==> config.mk <==
export PLATFORM = sky130hd
export DESIGN_NAME = key_filter
export DESIGN_NICKNAME = d
export VERILOG_FILES = /design/src/rtl/key_filter_pkg.sv /design/src/rtl/key_filter_ch.sv /design/src/rtl/key_filter.sv
export SDC_FILE = /design/constraint.sdc
export NUM_CORES = 1
export LEC_CHECK = 0
export ABC_CLOCK_PERIOD_IN_PS = 5250
export CORE_ASPECT_RATIO = 2
export CORE_MARGIN = 2
export CORE_UTILIZATION = 45
export CTS_CLUSTER_DIAMETER = 200
export DETAILED_ROUTE_END_ITERATION = 8
export PLACE_DENSITY = 0.6
export SLEW_MARGIN = 20
export SYNTH_ARGS = -nofsm -noshare
export SYNTH_HDL_FRONTEND = slang
export SYNTH_SLANG_ARGS = --single-unit
==> constraint.sdc <==
create_clock -name clk -period 5.25 [get_ports clk]
set_input_delay 0.525 -clock clk [delete_from_list [all_inputs] [get_ports clk]]
set_output_delay 0.525 -clock clk [all_outputs]
set_load 0.02 [all_outputs]
==> src/rtl/key_filter_pkg.sv <==
// Shared types and defaults for the multi-key debounce / event generator.
package key_filter_pkg;

  typedef enum logic [1:0] {
    IDLE      = 2'd0,
    PRESS_DEB = 2'd1,
    HELD      = 2'd2,
    REL_DEB   = 2'd3
  } key_fsm_t;

  localparam int unsigned DEB_CYC_DEF    = 1_000_000;
  localparam int unsigned LONG_CYC_DEF   = 50_000_000;
  localparam int unsigned REPEAT_CYC_DEF = 10_000_000;

  // Counter width for a cycle-count parameter, never below one bit.
  function automatic int unsigned cnt_width(input int unsigned n);
    return (n > 32'd1) ? $clog2(n) : 32'd1;
  endfunction

endpackage

==> src/rtl/key_filter_ch.sv <==
// One key channel: 2-flop synchroniser, debounce FSM, hold/repeat counters and
// registered level/pulse outputs.
module key_filter_ch
  import key_filter_pkg::*;
#(
  parameter int unsigned DEB_CYC    = DEB_CYC_DEF,
  parameter int unsigned LONG_CYC   = LONG_CYC_DEF,
  parameter int unsigned REPEAT_CYC = REPEAT_CYC_DEF
) (
  input  logic clk,
  input  logic rstn,
  input  logic key_i,
  output logic state_o,
  output logic press_o,
  output logic release_o,
  output logic long_o,
  output logic repeat_o
);

  localparam int unsigned DW = cnt_width(DEB_CYC);
  localparam int unsigned HW = cnt_width(LONG_CYC);
  localparam int unsigned RW = cnt_width(REPEAT_CYC);
  localparam logic [DW-1:0] DEB_LAST  = DW'(DEB_CYC - 32'd1);
  localparam logic [HW-1:0] LONG_LAST = HW'(LONG_CYC - 32'd1);
  localparam logic [RW-1:0] REP_LAST  = RW'((REPEAT_CYC == 32'd0) ? 32'd0 : REPEAT_CYC - 32'd1);
  localparam logic          REP_EN    = (REPEAT_CYC != 32'd0);

  logic [1:0]    sync_q;
  key_fsm_t      fsm_q, fsm_d;
  logic [DW-1:0] deb_q, deb_d;
  logic [HW-1:0] hold_q, hold_d;
  logic [RW-1:0] rep_q, rep_d;
  logic          long_done_q, long_done_d;
  logic          state_q, state_d;
  logic          press_q, press_d;
  logic          release_q, release_d;
  logic          long_q, long_d;
  logic          repeat_q, repeat_d;
  logic          count_hold;
  logic          s;

  assign s = sync_q[1];

  always_ff @(posedge clk or negedge rstn) begin
    if (!rstn) begin
      sync_q      <= 2'b11;
      fsm_q       <= IDLE;
      deb_q       <= '0;
      hold_q      <= '0;
      rep_q       <= '0;
      long_done_q <= 1'b0;
      state_q     <= 1'b0;
      press_q     <= 1'b0;
      release_q   <= 1'b0;
      long_q      <= 1'b0;
      repeat_q    <= 1'b0;
    end else begin
      sync_q      <= {sync_q[0], key_i};
      fsm_q       <= fsm_d;
      deb_q       <= deb_d;
      hold_q      <= hold_d;
      rep_q       <= rep_d;
      long_done_q <= long_done_d;
      state_q     <= state_d;
      press_q     <= press_d;
      release_q   <= release_d;
      long_q      <= long_d;
      repeat_q    <= repeat_d;
    end
  end

  always_comb begin
    fsm_d       = fsm_q;
    deb_d       = deb_q;
    hold_d      = hold_q;
    rep_d       = rep_q;
    long_done_d = long_done_q;
    state_d     = state_q;
    press_d     = 1'b0;
    release_d   = 1'b0;
    long_d      = 1'b0;
    repeat_d    = 1'b0;
    count_hold  = 1'b0;

    unique case (fsm_q)
      IDLE: begin
        if (!s) begin
          fsm_d = PRESS_DEB;
          deb_d = '0;
        end
      end
      PRESS_DEB: begin
        if (s) begin
          fsm_d = IDLE;
        end else if (deb_q == DEB_LAST) begin
          fsm_d       = HELD;
          press_d     = 1'b1;
          state_d     = 1'b1;
          hold_d      = '0;
          rep_d       = '0;
          long_done_d = 1'b0;
        end else begin
          deb_d = deb_q + DW'(1);
        end
      end
      HELD: begin
        if (s) begin
          fsm_d = REL_DEB;
          deb_d = '0;
        end else begin
          count_hold = 1'b1;
        end
      end
      REL_DEB: begin
        // A low sample ends the excursion and counts as a held cycle again.
        if (!s) begin
          fsm_d      = HELD;
          count_hold = 1'b1;
        end else if (deb_q == DEB_LAST) begin
          fsm_d     = IDLE;
          release_d = 1'b1;
          state_d   = 1'b0;
        end else begin
          deb_d = deb_q + DW'(1);
        end
      end
      default: fsm_d = IDLE;
    endcase

    // hold_q saturates at LONG_LAST; the repeat counter takes over afterwards.
    if (count_hold) begin
      if (!long_done_q) begin
        if (hold_q == LONG_LAST) begin
          long_d      = 1'b1;
          long_done_d = 1'b1;
          rep_d       = '0;
        end else begin
          hold_d = hold_q + HW'(1);
        end
      end else if (REP_EN) begin
        if (rep_q == REP_LAST) begin
          repeat_d = 1'b1;
          rep_d    = '0;
        end else begin
          rep_d = rep_q + RW'(1);
        end
      end
    end
  end

  assign state_o   = state_q;
  assign press_o   = press_q;
  assign release_o = release_q;
  assign long_o    = long_q;
  assign repeat_o  = repeat_q;

endmodule

==> src/rtl/key_filter.sv <==
// Multi-key debounce and event generator: KEY_W independent channels.
module key_filter
  import key_filter_pkg::*;
#(
  parameter int unsigned KEY_W      = 4,
  parameter int unsigned DEB_CYC    = DEB_CYC_DEF,
  parameter int unsigned LONG_CYC   = LONG_CYC_DEF,
  parameter int unsigned REPEAT_CYC = REPEAT_CYC_DEF
) (
  input  logic             clk,
  input  logic             rstn,
  input  logic [KEY_W-1:0] key,
  output logic [KEY_W-1:0] key_state,
  output logic [KEY_W-1:0] key_press,
  output logic [KEY_W-1:0] key_release,
  output logic [KEY_W-1:0] key_long,
  output logic [KEY_W-1:0] key_repeat
);

  for (genvar g = 0; g < KEY_W; g++) begin : g_ch
    key_filter_ch #(
      .DEB_CYC   (DEB_CYC),
      .LONG_CYC  (LONG_CYC),
      .REPEAT_CYC(REPEAT_CYC)
    ) u_ch (
      .clk      (clk),
      .rstn     (rstn),
      .key_i    (key[g]),
      .state_o  (key_state[g]),
      .press_o  (key_press[g]),
      .release_o(key_release[g]),
      .long_o   (key_long[g]),
      .repeat_o (key_repeat[g])
    );
  end

endmodule

==> results_dict.tcl <==
set metrics [dict create \
    result_of_the_run "complete, but fails checks" \
    violations "negative hold slack" \
    cts.repair_timing.setup_buffer_count 0 \
    totalWireLength_um 38500 \
    via_count 13559 \
    grt_first_pass_wirelength_um 66100 \
    fillCellCount 3483 \
    fin_tns_setup_ps 0 \
    period_minus_slack_ps 2800 \
    drc 0 \
    final-hold-violation-count 1 \
    post_drt_via_cell_ratio 5.90 \
    clk_transition_reported_paths_ps 70 \
    report.final.slew_viol_count 0 \
    cts_root_buf "sky130_fd_sc_hd__clkbuf_16" \
    drt_iter0_markers 827 \
    fmaxAchievable_mhz 357 \
    cap_viol_max_count 0 \
    mappedNetlistArea_um2 16600 \
    design.portCount 26 \
    globalRoute.totalOverflow 0 \
    rsz0062_at_grt "false" \
    cp_max_fo 12 \
    maxSlewHeadroom_pct 28.1 \
    fin_nets 1837 \
    worst_slack_ps 2450 \
    p_per_area_nw_per_um2 270 \
    first_global_vias 13941 \
    finish.cell_count_without_fillers 2298 \
    cts_htree_levels 1 \
    clkSinkCount 320 \
    ys_dominant_reg_cell "sky130_fd_sc_hd__dfrtp_1" \
    timing.critical_path.to_type "flop" \
    die_area_um2 38600 \
    fin_hold_ws_ps -10.5 \
    clock-skew-final_ps 21.9 \
    clock_tree.buffer_depth 3 \
    drive_above_1_share_pct 4.93 \
    syn_nets 1854 \
    netlist-cell-type-count 70 \
    fin_crit_sh_pct 53.3 \
    ys_ff_latch 320 \
    dieHeight_um 276 \
    syn-instance-count 1836 \
    p_leak_nw 7.62 \
    hpwl_um 26500 \
    firstDrtPassIters 5 \
    number_of_enable_type_register_cells_in_the_synthesized_netlist 0 \
    tightestPinTransition_ps 1080 \
    final_core_util_pct 49.7 \
    pre_cts_slack_ps 2470 \
    syn_avg_cell_area_um2 9.05 \
    yosys_warnings 0 \
    dp_cells 2240 \
    cts_tree "built" \
    clk-insertion-delay-late_ps 580 \
    area_delta_synth_final_pct 8.93 \
    yosysSeqAreaShare_pct 48.3 \
    n_antenna_cell 0 \
    rows 99 \
    gp_routability_congestion 0.842 \
    cp_data_arrival_time_ps 3260 \
    hold_buf_count_cts 0 \
    floorplan.initialDensity_pct 45.6 \
    buffer_ports.inserted 25 \
    timing.setup.critical_path_class "reg2reg" \
    final_antenna_net_count 0 \
    asyncSetResetFlopFracSynth_pct 100 \
    antenna_found_initial 0 \
    grt_max_degree 117 \
    cts-resized-gates 0 \
    timing.final.setup_violations 0 \
    grt.total_usage_pct 20.1 \
    hp-class "in2async" \
    wire_per_inst_um 16.7 \
    startpoint_type "flop" \
    cts-buffers-inserted 31 \
    power.ir.vdd_worst_mv 0.263 \
    die_width_um 140 \
    placeableCoreArea_um2 36400 \
    data_required_critical_path_ps 5710 \
]
## flip-flops by register name, indices dropped and copies added (netlist names), 8 cells and up, named ones only
register,count
g_ch.u_ch.hold_q,104
g_ch.u_ch.rep_q,96
g_ch.u_ch.deb_q,80
g_ch.u_ch.sync_q,8
## metrics by stage
| stage | instance area [um^2] | total power [mW] |
|---|---|---|
| CTS | 18100 | 4.96 |
| global placement | 17100 | 2.68 |
| finish | 18100 | 4.88 |
| detailed placement | 17100 | 2.68 |
| global route | 18100 | 5.07 |
| floorplan | 16600 | 2.61 |
## cell families after synthesis
logic type | after synthesis | share of synthesized area [%]
AND/OR/NAND/NOR | 877 | 27.0
flip-flops | 320 | 48.3
multiplexers | 21 | 1.27
AO/OA/AOI/OAI | 397 | 14.3
XOR/XNOR | 90 | 4.75
buffers and inverters | 119 | 3.44
adder cells (fa/ha/maj) | 12 | 0.904
## worst max-delay path: stages, from the launching register on
cell and delay (ps):
sky130_fd_sc_hd__dfrtp_1 450, sky130_fd_sc_hd__nor4_1 600, sky130_fd_sc_hd__nor4b_2 550, sky130_fd_sc_hd__and3_1 580
sky130_fd_sc_hd__nor2_1 160, sky130_fd_sc_hd__o21ai_0 210, sky130_fd_sc_hd__o21ai_0 110
## power breakdown
group	internal, mW	switching, mW	leakage [nW]
registers	2.49	0.0297	4.43
logic	0.0298	0.0853	2.70
clock network	1.28	0.968	0.491
total	3.80	1.08	7.62
## cell usage after synthesis (29+ instances only)
cell	instances	area share, %
sky130_fd_sc_hd__nand2_1	186	4.2
sky130_fd_sc_hd__nor3_1	46	1.4
sky130_fd_sc_hd__clkbuf_1	49	1.1
sky130_fd_sc_hd__o21ai_0	144	4.3
sky130_fd_sc_hd__a31oi_1	58	2.2
sky130_fd_sc_hd__and3_1	50	1.9
sky130_fd_sc_hd__a21oi_1	64	1.9
sky130_fd_sc_hd__nand4_1	99	3.7
sky130_fd_sc_hd__inv_1	32	0.72
sky130_fd_sc_hd__nor2_1	219	4.9
sky130_fd_sc_hd__o21ai_1	29	0.87
sky130_fd_sc_hd__xor2_1	65	3.4
sky130_fd_sc_hd__nand3_1	131	3.9
sky130_fd_sc_hd__dfrtp_1	312	47
## metal layers
layer,up-vias,wire length [um],global-route usage (%)
met4,0,1090,7.05
met5,-,0,0
met2,198,21600,40.4
met1,6629,14800,21.4
li1,6649,-,-
met3,83,926,1.79
## cells in the final DEF (no fill, tap or decap), drive strengths merged, types with 11 or more instances in the layout
| cell | synthesis | layout |
|---|---|---|
| and3 | 50 | 50 |
| mux2i | 20 | 20 |
| a22o | 16 | 16 |
| a21oi | 64 | 64 |
| clkbuf | 49 | 48 |
| xnor2 | 25 | 25 |
| and4 | 18 | 18 |
| ha | 12 | 12 |
| or4 | 14 | 14 |
| xor2 | 65 | 65 |
| nor4 | 25 | 25 |
| and2 | 14 | 14 |
| nor2 | 219 | 219 |
| inv | 33 | 34 |
| dfrtp | 312 | 312 |
| nand4 | 99 | 99 |
| nand3 | 131 | 131 |
| buf | 37 | 12 |
| or3 | 15 | 15 |
| o31ai | 25 | 25 |
| clkdlybuf4s50 | 0 | 24 |
| nor2b | 11 | 11 |
| nor3 | 47 | 47 |
| a21o | 13 | 13 |
| o21ai | 173 | 173 |
| nand2 | 187 | 187 |
| nor4b | 11 | 11 |
| a31oi | 58 | 58 |
## path summary, 6_finish.rpt
kind	end	slack (ps)	cells after the start	from
max in group asynchronous	g_ch[2].u_ch.deb_q[6]	3960	2	rstn
worst min register to register	g_ch[0].u_ch.sync_q[1]	360	0	g_ch[0].u_ch.sync_q[0]
worst min-delay path	g_ch[0].u_ch.hold_q[3]	-10	1	rstn
worst max register to register	g_ch[0].u_ch.hold_q[19]	2450	6	g_ch[0].u_ch.deb_q[12]
worst max-delay path	g_ch[0].u_ch.hold_q[19]	2450	6	g_ch[0].u_ch.deb_q[12]
min in group clk	g_ch[0].u_ch.sync_q[0]	350	1	key[0]
## area by class of cell
cell class | count | area, um^2 | share of cell area, %
Multi-Input combinational cell | 1397 | 8030 | 44.4
Sequential cell | 320 | 8020 | 44.3
Clock buffer | 48 | 870 | 4.81
Tap cell | 454 | 568 | 3.14
Timing Repair Buffer | 36 | 350 | 1.94
Clock inverter | 10 | 129 | 0.712
Inverter | 33 | 124 | 0.685
(Power assumes the default switching activity.)
